### src/rtl/timer_interrupt_controller.sv
// Timer interrupt controller: masks TIFR with TIMSK and the SREG I-bit, arbitrates by vector priority, and drives the CPU request.
// Latency: a flag visible before edge k gives irq_req after edge k+1; clear pulse one cycle after ack, then HOLDOFF_CYCLES idle.
// Backpressure: a request is held until irq_ack or withdrawal. Build option TIMER_IRQ_COUNT_EN adds the serviced counter and last_vector.
module timer_interrupt_controller #(
    parameter logic [15:0] VECTOR_BASE    = 16'h0000,
    parameter int          HOLDOFF_CYCLES = 1
) (
    input  logic        sysClock,
    input  logic        rst_n,
    input  logic [7:0]  TIFR_in,
    input  logic [7:0]  TIMSK_in,
    input  logic        global_int_enable,
    input  logic        irq_ack,
    output logic        irq_req,
    output logic [15:0] irq_vector,
    output logic [7:0]  TIFR_clear_mask,
    output logic        irq_pending
`ifdef TIMER_IRQ_COUNT_EN
    ,
    output logic [15:0] irq_serviced_count,
    output logic [15:0] last_vector
`endif
);

    typedef enum logic [1:0] {
        IDLE    = 2'd0,
        REQ     = 2'd1,
        CLEAR   = 2'd2,
        HOLDOFF = 2'd3
    } state_t;

    // Holdoff counter is loaded with N-1 so that HOLDOFF lasts exactly N cycles.
    localparam logic [1:0] HOLD_LOAD = 2'(HOLDOFF_CYCLES - 1);

    state_t      state;
    logic [7:0]  tifr_q;
    logic [7:0]  timsk_q;
    logic [7:0]  pending_vec;
    logic [2:0]  win_bit;
    logic [15:0] win_offset;
    logic [15:0] win_vector;
    logic [2:0]  lat_bit;
    logic [1:0]  hold_cnt;
    logic        withdraw;
    logic        accept;

    assign pending_vec = tifr_q & timsk_q;
    assign win_vector  = VECTOR_BASE + win_offset;
    assign withdraw    = !global_int_enable || !pending_vec[lat_bit];
    assign accept      = (state == REQ) && irq_ack;

    // Register the flag and mask inputs; irq_pending ignores the I-bit.
    always_ff @(posedge sysClock or negedge rst_n) begin
        if (!rst_n) begin
            tifr_q      <= 8'h00;
            timsk_q     <= 8'h00;
            irq_pending <= 1'b0;
        end else begin
            tifr_q      <= TIFR_in;
            timsk_q     <= TIMSK_in;
            irq_pending <= |pending_vec;
        end
    end

    // Fixed priority: bit 7 (OCF2) highest down to bit 0 (TOV0).
    always_comb begin
        win_bit    = 3'd0;
        win_offset = 16'h0016;
        casez (pending_vec)
            8'b1???????: begin win_bit = 3'd7; win_offset = 16'h0008; end
            8'b01??????: begin win_bit = 3'd6; win_offset = 16'h000A; end
            8'b001?????: begin win_bit = 3'd5; win_offset = 16'h000C; end
            8'b0001????: begin win_bit = 3'd4; win_offset = 16'h000E; end
            8'b00001???: begin win_bit = 3'd3; win_offset = 16'h0010; end
            8'b000001??: begin win_bit = 3'd2; win_offset = 16'h0012; end
            8'b0000001?: begin win_bit = 3'd1; win_offset = 16'h0014; end
            default:     begin win_bit = 3'd0; win_offset = 16'h0016; end
        endcase
    end

    // Request/acknowledge sequencer with registered outputs.
    always_ff @(posedge sysClock or negedge rst_n) begin
        if (!rst_n) begin
            state           <= IDLE;
            irq_req         <= 1'b0;
            irq_vector      <= VECTOR_BASE;
            TIFR_clear_mask <= 8'h00;
            lat_bit         <= 3'd0;
            hold_cnt        <= 2'd0;
        end else begin
            case (state)
                IDLE: begin
                    TIFR_clear_mask <= 8'h00;
                    if ((|pending_vec) && global_int_enable) begin
                        lat_bit    <= win_bit;
                        irq_vector <= win_vector;
                        irq_req    <= 1'b1;
                        state      <= REQ;
                    end else begin
                        irq_req <= 1'b0;
                    end
                end
                REQ: begin
                    // Ack wins over a same-cycle withdraw; later higher-priority flags wait.
                    if (irq_ack) begin
                        irq_req         <= 1'b0;
                        TIFR_clear_mask <= 8'h01 << lat_bit;
                        state           <= CLEAR;
                    end else if (withdraw) begin
                        irq_req <= 1'b0;
                        state   <= IDLE;
                    end
                end
                CLEAR: begin
                    TIFR_clear_mask <= 8'h00;
                    hold_cnt        <= HOLD_LOAD;
                    state           <= HOLDOFF;
                end
                HOLDOFF: begin
                    // Give the cleared TIFR time to come back through the input stage.
                    if (hold_cnt == 2'd0) begin
                        state <= IDLE;
                    end else begin
                        hold_cnt <= hold_cnt - 2'd1;
                    end
                end
                default: begin
                    irq_req         <= 1'b0;
                    TIFR_clear_mask <= 8'h00;
                    state           <= IDLE;
                end
            endcase
        end
    end

`ifdef TIMER_IRQ_COUNT_EN
    // Count acknowledged interrupts (saturating) and remember the last vector taken.
    always_ff @(posedge sysClock or negedge rst_n) begin
        if (!rst_n) begin
            irq_serviced_count <= 16'h0000;
            last_vector        <= VECTOR_BASE;
        end else if (accept) begin
            if (irq_serviced_count != 16'hFFFF) begin
                irq_serviced_count <= irq_serviced_count + 16'h0001;
            end
            last_vector <= irq_vector;
        end
    end
`else
    // Without the counter option the acceptance strobe has no consumer.
    logic unused_accept;
    assign unused_accept = accept;
`endif

endmodule

### config.mk
export PLATFORM = sky130hd
export DESIGN_NAME = timer_interrupt_controller
export DESIGN_NICKNAME = d
export VERILOG_FILES = /design/src/rtl/timer_interrupt_controller.sv
export SDC_FILE = /design/constraint.sdc
export NUM_CORES = 1
export LEC_CHECK = 0
export CAP_MARGIN = 15
export CORE_AREA = 10 10 69 71
export CTS_CLUSTER_DIAMETER = 150
export DETAILED_ROUTE_END_ITERATION = 10
export DIE_AREA = 0 0 79 81
export GPL_TIMING_DRIVEN = 0
export MAX_ROUTING_LAYER = met4
export PLACE_DENSITY = 0.76
export SLEW_MARGIN = 40
export SYNTH_ARGS = -nofsm -noshare
export SYNTH_HDL_FRONTEND = slang
export SYNTH_SLANG_ARGS = --single-unit
### constraint.sdc
create_clock -name sysClock -period 1.8 [get_ports sysClock]
set_input_delay 0.36 -clock sysClock [delete_from_list [all_inputs] [get_ports sysClock]]
set_output_delay 0.36 -clock sysClock [all_outputs]
set_load 0.05 [all_outputs]
==> flow_metrics.py, run 1 <==
metrics = {
    "grt": {
        "antenna_found_initial": 0,
        "grt_use_total_pct": 10.8,
        "grt_overflow_total": 0,
        "grt_pass1_wl_mm": 5.29,
        "grt_max_degree": 23,
        "grt_pass1_vias": 1112,
    },
    "setup_path": {
        "timing.reg2reg.setup_slack_ns": 0.14,
        "crit_start": "tifr_q[5]",
        "critical_path_required_ns": 2.04,
        "critPathLaunchType": "register",
        "path_max_fanout": 7,
        "reg2reg_from": "tifr_q[5]",
        "crit_arrival_ns": 1.89,
        "reg2reg_to": "irq_vector[1]",
        "end_kind": "register",
        "worstSetupPathType": "reg -> reg",
        "ff2ff_path_depth": 4,
    },
    "synthesis": {
        "synthFlopType": "dfrtp_1",
        "syn_inst": 126,
        "syn_area_per_cell_um2": 12.1,
        "netlist-cell-type-count": 34,
        "async_reset_ff_share_pct": 100,
        "synth_seq_area_share_pct": 59.3,
        "syn_area_um2": 1520,
        "ys_seq_elements": 36,
        "synth-edff-count": 0,
        "yosys_warnings": 0,
    },
    "sta": {
        "hold_violations": 0,
        "slew_headroom_pct": 64.9,
        "fin_crit_ns": 1.66,
        "layout_setup_ws_ns": 0.143,
        "drv_slew": 0,
        "setup_violations": 0,
        "tightest_slew_ns": 0.528,
        "fmax_mhz": 603,
        "tns_ns": 0,
        "clock-skew-final_ns": 0.0140,
        "fin_crit_sh_pct": 92.1,
        "rsz0062_at_grt": "false",
    },
    "finish": {
        "nFillCells": 320,
        "diodes": 0,
        "area_delta_synth_final_pct": 37.7,
        "final_cell_mix": "36 x dfrtp_1, 18 x clkdlybuf4s50_1, 15 x nand2_1, 14 x buf_4, 13 x dlygate4sd2_1",
        "nNetsFinal": 200,
        "final_common_cell": "dfrtp_1",
        "fin_area_um2": 2090,
        "final_cells": 228,
        "drive_gt1_share_pct": 16.1,
    },
    "detailed_routing": {
        "drtIter0Drc": 44,
        "wire_per_inst_um": 13.8,
        "drt-total-wl_mm": 3.14,
        "vias": 1070,
        "viasPerCell": 4.69,
        "drt_pass1_iterations": 4,
        "drc": 0,
        "ant_nets": 0,
    },
    "power": {
        "swShare_pct": 36.0,
        "p_leak_nw": 1.02,
        "peakVddDrop_mv": 0.616,
        "cellPowerDensity_nw_per_um2": 1420,
        "power_mw": 2.97,
        "pwr-share-seq_pct": 36.2,
        "p_int_mw": 1.90,
        "p_comb_share_pct": 35.5,
        "power.clock.fraction_pct": 28.4,
        "p_sw_mw": 1.07,
    },
    "clock_tree": {
        "cts-htree-levels": 2,
        "cts.clk_slew.worst_paths_ns": 0.12,
        "cts-root-buf": "clkbuf_4",
        "cts_tree": "done",
        "clockBufferDepth": 2,
        "cts_sinks": 36,
        "clock_latency_ns": 0.34,
        "cts_made_buffers": 5,
    },
    "placement": {
        "io_buffers": 33,
        "dpl-instance-area_um2": 1970,
        "place_ws_ns": -0.168,
        "dp_hpwl_mm": 2.54,
        "finalWeightedCongestion": 0.785,
        "dp_cells": 219,
    },
    "min_path": {
        "hp-class": "in -> async",
    },
    "job": {
        "max-cap-violations": 0,
    },
    "die": {
        "core_um2": 3520,
        "core.rowCount": 22,
        "die_y_um": 81,
        "num_io_pins": 46,
        "start_util_pct": 43.1,
        "die_area_um2": 6400,
        "die_w_um": 79,
    },
    "status": {
        "outcome": "finished clean",
    },
}
==> power by group through the flow <==
stage / sequential (mW) / clock [mW] / combinational, mW
6_report: 1.08 / 0.843 / 1.05
5_1_grt: 1.10 / 0.896 / 1.14
4_1_cts: 1.08 / 0.860 / 1.07
3_5_place_dp: 1.10 / 0 / 1.12
3_3_place_gp: 1.09 / 0 / 1.09
2_1_floorplan: 1.33 / 0 / 0.530
==> sequential cells by signal, summed over array words and instances (netlist names), named ones only <==
signal and cells:
irq_pending 1, tifr_q 8, TIFR_clear_mask 8, irq_vector 4, hold_cnt 2, irq_req 1
lat_bit 2, timsk_q 8, state 1
==> what timing repair did <==
item	in CTS	in global routing
buffers inserted	0	0
setup endpoints to repair	14	0
hold buffers	1	0
hold endpoints to repair	14	0
gates resized for setup	15	0
==> synth_stat cells, types with 2 or more instances <==
master | n | area share [%]
a22oi_1 | 2 | 0.99
buf_4 | 13 | 6.4
nand4_1 | 2 | 0.82
mux2_1 | 3 | 2.2
nor2_1 | 4 | 0.99
clkbuf_1 | 2 | 0.49
a32o_1 | 4 | 2.6
inv_1 | 7 | 1.7
o21ai_0 | 4 | 1.3
dfrtp_1 | 36 | 59
nor2b_1 | 2 | 0.82
mux2i_1 | 3 | 2.0
nand2_1 | 15 | 3.7
a22o_1 | 6 | 3.5
o211ai_1 | 3 | 1.5
and3_1 | 2 | 0.82
==> worst max-delay path by stage <==
stage	endpoint	slack [ns]
finish	irq_vector[1]	0.14
global route	lat_bit[1]	0.04
CTS	irq_vector[1]	0.12
detailed placement	state[0]	-0.17
global placement	irq_vector[4]	-0.29
floorplan	irq_vector[1]	0.30
==> layout make-up <==
class                      instances  area, µm²  area share [%]
sequential                        36        901            43.1
inverter                           7       26.3            1.26
clock buffer                       5       37.5            1.79
clock inverter                     3       90.1            4.31
buffer                            16        116            5.56
timing repair buffer              35        344            16.4
tap                               48       60.1            2.87
multi-input combinational         78        517            24.7
==> cell families (layout without fill, tap and decap cells) <==
group / Yosys count / count (layout) / synth area share (%)
compound gates: 26 / 26 / 13.9
fa+ha+maj: 1 / 1 / 0.824
buf+inv: 23 / 66 / 9.39
flops: 36 / 36 / 59.3
mux: 7 / 7 / 5.68
other cells: 1 / 12 / 0.247
simple gates: 32 / 32 / 10.6
==> stage by stage <==
| stage | hold slack, ns | util [%] |
|---|---|---|
| 2_1_floorplan | 0.0644 | - |
| 3_3_place_gp | 0.483 | 55.4 |
| 3_5_place_dp | 0.295 | 56.0 |
| 4_1_cts | 0.431 | 59.4 |
| 5_1_grt | 0.417 | 59.4 |
| 6_report | 0.443 | 59.4 |
==> per-layer routing <==
metal	vias to the layer above	global-route usage (%)	share of wire (%)
li1	529	-	-
met1	495	11.3	42
met2	41	17.3	48
met3	5	5.63	8.0
met4	0	3.76	1.4
met5	-	-	0
==> critical path, cell delays in order (launching register included) <==
cell	delay (ns)
dfrtp_1	0.41
a222oi_1	0.34
nand4_1	0.23
nand3_2	0.24
mux2_1	0.34
No activity file was read; power rests on OpenSTA's default activity.
==> run 2, diff against run 1 <==
ABC_AREA = 1   (was default)
CAP_MARGIN = 20   (was 15)
CORE_AREA = 10 10 60 81   (was 10 10 69 71)
DIE_AREA = 0 0 70 91   (was 0 0 79 81)
PLACE_DENSITY = 0.77   (was 0.76)
==> flow_metrics.py, run 2 <==
metrics = {
    "clock_tree": {
        "post_cts_buffers": 0,
        "cts-htree-levels": 2,
        "cts_sinks": 36,
        "clockBufferDepth": 2,
        "cts_made_buffers": 5,
        "cts.clk_slew.worst_paths_ns": 0.07,
        "clock_latency_ns": 0.29,
        "cts-root-buf": "clkbuf_8",
        "postCtsHoldBufs": 0,
        "cts_tree": "done",
    },
    "setup_path": {
        "path_max_fanout": 1,
        "critical_path_required_ns": 1.44,
        "max_stage_delay_ns": 0.80,
        "crit_family": "buffers and inverters",
        "crit_arrival_ns": 1.40,
        "end_kind": "output port",
        "slowest_stage": "clkdlybuf4s50_1",
        "worstSetupPathType": "reg -> out",
        "path_buf_inv": 1,
        "crit_chain": "clkdlybuf4s50_1",
        "critPathLaunchType": "register",
    },
    "finish": {
        "diodes": 0,
        "nFillCells": 313,
        "reg.largest.list": "TIFR_clear_mask: 8 flops, tifr_q: 8 flops, timsk_q: 8 flops",
        "area_delta_synth_final_pct": 32.9,
        "nNetsFinal": 228,
        "final_cell_mix": "36 x dfrtp_1, 36 x nand2_1, 21 x nand3_1, 19 x clkdlybuf4s50_1, 14 x buf_4",
        "drive_gt1_share_pct": 17.6,
    },
    "power": {
        "peakVddDrop_mv": 0.769,
        "power_mw": 2.70,
        "p_leak_nw": 1.05,
        "cellPowerDensity_nw_per_um2": 1340,
    },
    "detailed_routing": {
        "vias": 1141,
        "wire_per_inst_um": 12.5,
        "drt-total-wl_mm": 3.05,
        "drtIter0Drc": 35,
        "top_layer_used": "met4",
        "ant_nets": 0,
        "dr_wl_met2_mm": 1.60,
        "drt_pass1_iterations": 4,
        "wl_met3_um": 257,
        "drc": 0,
        "viasPerCell": 4.66,
        "drt-met1-wl_mm": 1.14,
    },
    "sta": {
        "fmax_mhz": 567,
        "fin_crit_sh_pct": 97.9,
        "clock-skew-final_ns": 0.00829,
        "tns_ns": 0,
        "drv_slew": 0,
        "fin_crit_ns": 1.76,
        "tightest_slew_ns": 0.507,
        "hold_violations": 4,
        "hold_slack_ns": -0.00726,
        "slew_headroom_pct": 66.2,
        "rsz0062_at_grt": "false",
        "setup_violations": 0,
    },
    "status": {
        "violations": "negative hold slack",
        "outcome": "finished with violations",
    },
    "synthesis": {
        "synth-edff-count": 0,
        "synth_seq_area_share_pct": 59.3,
        "synthFlopType": "dfrtp_1",
        "ys_top_cells_by_area": "dfrtp_1 59%, nand2_1 8.9%, nand3_1 6.9%",
        "synth_top_area_share_pct": 59.3,
        "async_reset_ff_share_pct": 100,
        "yosys.area.top_type": "dfrtp_1",
        "ys_seq_elements": 36,
        "synth_common_cells": "36 x dfrtp_1, 36 x nand2_1, 21 x nand3_1",
        "netlist-cell-type-count": 23,
        "syn_area_um2": 1520,
        "yosys_warnings": 0,
        "syn_area_per_cell_um2": 9.80,
        "syn_inst": 155,
    },
    "job": {
        "max-cap-violations": 0,
    },
    "die": {
        "die_area_um2": 6370,
        "die_w_um": 70,
        "core_um2": 3380,
        "die_y_um": 91,
        "core.rowCount": 25,
        "num_io_pins": 46,
        "start_util_pct": 45.0,
    },
    "placement": {
        "dp_hpwl_mm": 2.41,
        "io_buffers": 33,
        "finalWeightedCongestion": 0.773,
    },
    "grt": {
        "grt_max_degree": 22,
        "grt_overflow_total": 0,
        "grt_pass1_vias": 1238,
        "grt_pass1_wl_mm": 5.42,
        "antenna_found_initial": 0,
        "grt_use_total_pct": 10.7,
    },
    "min_path": {
        "hp-class": "in -> async",
    },
}
run 2: cells by family (layout without fill, tap and decap cells):
kind of cell,Yosys count,after routing,share of synthesized area [%]
compound gates,18,18,6.75
fa+ha+maj,1,1,0.824
buf+inv,26,65,10.1
flops,36,36,59.3
other cells,1,12,0.247
simple gates,73,73,22.7
run 2: cell type report:
| class | count | area, µm² | share of cell area, % |
|---|---|---|---|
| Inverter | 12 | 45.0 | 2.23 |
| Tap cell | 40 | 50.0 | 2.48 |
| Multi-Input combinational cell | 104 | 505 | 25.0 |
| Timing Repair Buffer | 34 | 339 | 16.8 |
| Clock buffer | 5 | 68.8 | 3.41 |
| Sequential cell | 36 | 901 | 44.6 |
| Buffer | 14 | 109 | 5.39 |
run 2: worst reg2reg max path: stages (launching register included):
cell and delay, ns:
dfrtp_1 0.33, inv_1 0.06, ha_1 0.21, nor3_1 0.32
a21oi_1 0.11, nand3_1 0.11, nand2_1 0.05
run 2: power breakdown:
part,switching (mW),total [mW],internal [mW]
Sequential,0.132,1.09,0.955
Combinational,0.762,1.11,0.353
Clock,0.244,0.493,0.249
run 2: worst paths after layout:
check                                   start             to  slack, ns  depth (start not counted)
worst max-delay path              irq_pending    irq_pending       0.04                          1
worst min register to register  irq_vector[4]  irq_vector[4]       0.47                          2
worst min-delay path                    rst_n    hold_cnt[0]     -0.007                          1
min in group sysClock           irq_vector[4]  irq_vector[4]       0.47                          2
worst max register to register    hold_cnt[0]       state[0]       0.49                          6
max in group asynchronous               rst_n     timsk_q[6]       1.37                          2
run 2: repair_timing:
item,CTS,global route
endpoints found under the setup margin,12,1
gates cloned,0,0
gates resized for setup,13,1
run 2: per-layer routing:
layer  track usage (%)  vias up
li1                  -      576
met4              4.46        0
met1              9.42      521
met2              18.7       37
met5                 -        -
met3              5.23        7
run 2: through the flow:
step                      std cells  hold slack, ns  worst slack [ns]  area (µm²)  util (%)
after floorplan                 166          0.0644             0.659        1560         -
after global placement          239           0.459            -0.308        1940      57.4
after detailed placement        240           0.306           0.00840        1960      58.1
after CTS                       245         0.00195          0.000954        2020      59.7
after global routing            245          0.0115           0.00317        2020      59.7
final                           245        -0.00726            0.0373        2020      59.7
==> run 3, diff against run 2 <==
CORE_AREA = 4 4 54 75   (was 10 10 60 81)
DIE_AREA = 0 0 58 79   (was 0 0 70 91)
==> flow_metrics.py, run 3 (synthesis results as in run 2) <==
metrics = {
    "setup_path": {
        "critical_path_required_ns": 1.44,
        "max_stage_delay_ns": 0.79,
        "crit_family": "buffers and inverters",
        "worstSetupPathType": "reg -> out",
        "critPathLaunchType": "register",
        "path_max_fanout": 1,
        "crit_chain": "clkdlybuf4s50_1",
        "end_kind": "output port",
        "path_buf_inv": 1,
        "slowest_stage": "clkdlybuf4s50_1",
        "crit_arrival_ns": 1.39,
    },
    "power": {
        "peakVddDrop_mv": 0.809,
        "cellPowerDensity_nw_per_um2": 1400,
        "p_leak_nw": 1.06,
        "power_mw": 2.88,
    },
    "detailed_routing": {
        "drt_pass1_iterations": 4,
        "drtIter0Drc": 19,
        "ant_nets": 0,
        "viasPerCell": 4.53,
        "vias": 1124,
        "drt-total-wl_mm": 2.67,
        "drc": 0,
        "wire_per_inst_um": 10.8,
    },
    "sta": {
        "hold_violations": 0,
        "setup_violations": 0,
        "drv_slew": 0,
        "layout_setup_ws_ns": 0.0454,
        "fin_crit_ns": 1.75,
        "rsz0062_at_grt": "false",
        "fin_crit_sh_pct": 97.5,
        "fmax_mhz": 570,
        "clock-skew-final_ns": 0.00453,
    },
    "clock_tree": {
        "clock_latency_ns": 0.28,
        "cts_sinks": 36,
        "cts-root-buf": "clkbuf_8",
        "postCtsHoldBufs": 0,
        "clockBufferDepth": 2,
        "cts_made_buffers": 5,
        "cts.clk_slew.worst_paths_ns": 0.07,
        "cts_tree": "done",
        "cts-htree-levels": 2,
    },
    "placement": {
        "dp_hpwl_mm": 2.10,
        "io_buffers": 33,
        "finalWeightedCongestion": 0.745,
        "dpl-instance-area_um2": 1960,
        "place_ws_ns": 0.0182,
    },
    "grt": {
        "grt_pass1_vias": 1065,
        "grt_max_degree": 20,
        "grt_use_total_pct": 13.7,
        "grt_pass1_wl_mm": 4.53,
        "antenna_found_initial": 0,
        "grt_overflow_total": 0,
    },
    "status": {
        "outcome": "finished clean",
    },
    "finish": {
        "reg.largest.list": "TIFR_clear_mask: 8 flops, tifr_q: 8 flops, timsk_q: 8 flops",
        "drive_gt1_share_pct": 18.8,
        "final_cell_mix": "36 x dfrtp_1, 36 x nand2_1, 21 x nand3_1, 19 x clkdlybuf4s50_1, 14 x buf_4",
        "nFillCells": 283,
        "nNetsFinal": 228,
        "area_delta_synth_final_pct": 35.4,
        "diodes": 0,
        "fin_area_um2": 2060,
    },
    "die": {
        "die_y_um": 79,
        "num_io_pins": 46,
        "core_um2": 3380,
        "die_w_um": 58,
        "core.rowCount": 25,
        "die_area_um2": 4580,
        "start_util_pct": 45.0,
    },
    "job": {
        "max-cap-violations": 0,
    },
    "min_path": {
        "hp-class": "in -> async",
    },
}
## run 3: cell count changes in the layout (fill, tap and decap cells not counted), sizes merged
cell | previous run | this run
clkinv | 0 | 1
dlymetal6s2s | 1 | 0
bufinv | 0 | 1
dlygate4sd2 | 11 | 12
clkinvlp | 0 | 1
## run 3: per-layer routing
layer  GRT usage, %  share of wire (%)  vias up
li1               -                  -      590
met1           13.5                 37      485
met2           23.5                 52       43
met3           4.39                8.6        6
met4           6.96                2.4        0
met5              -                  0        -
## run 3: final cells by class
class                      count  area, µm²  area share (%)
buffer                        14        109            5.29
multi-input combinational    104        505            24.6
sequential                    36        901            43.8
inverter                      12       45.0            2.19
clock buffer                   5       68.8            3.35
timing repair buffer          34        335            16.3
tap                           40       50.0            2.43
clock inverter                 3       42.5            2.07
## run 3: power by group
group          switching [mW]  total (mW)  internal, mW
logic                   0.754        1.11         0.352
registers               0.126        1.08         0.954
clock network           0.280       0.690         0.409
total                    1.16        2.88          1.72
## run 3: what timing repair did
action,4_1_cts,5_1_grt
endpoints found under the setup margin,13,0
setup buffers,0,0
gates resized for setup,14,0
## run 3: path summary, 6_finish.rpt
check	end	slack [ns]	from	cells after the start
max in group asynchronous	timsk_q[5]	1.35	rst_n	2
hold / removal	irq_vector[4]	0.01	rst_n	1
setup / recovery	irq_pending	0.05	irq_pending	1
min in group sysClock	irq_vector[4]	0.47	irq_vector[4]	2
setup reg to reg	lat_bit[0]	0.51	tifr_q[7]	8
hold reg to reg	irq_vector[4]	0.47	irq_vector[4]	2
## run 3: per-stage QoR
| step | utilization [%] | cells | setup TNS (ns) | hold slack (ns) |
|---|---|---|---|---|
| 6_report | 60.9 | 248 | 0 | 0.0147 |
| 5_1_grt | 60.9 | 248 | 0 | 0.0413 |
| 4_1_cts | 60.9 | 248 | 0 | 0.0241 |
| 3_3_place_gp | 57.4 | 239 | -11.05 | 0.460 |
| 3_5_place_dp | 58.1 | 240 | 0 | 0.337 |
| 2_1_floorplan | - | 166 | 0 | 0.0644 |
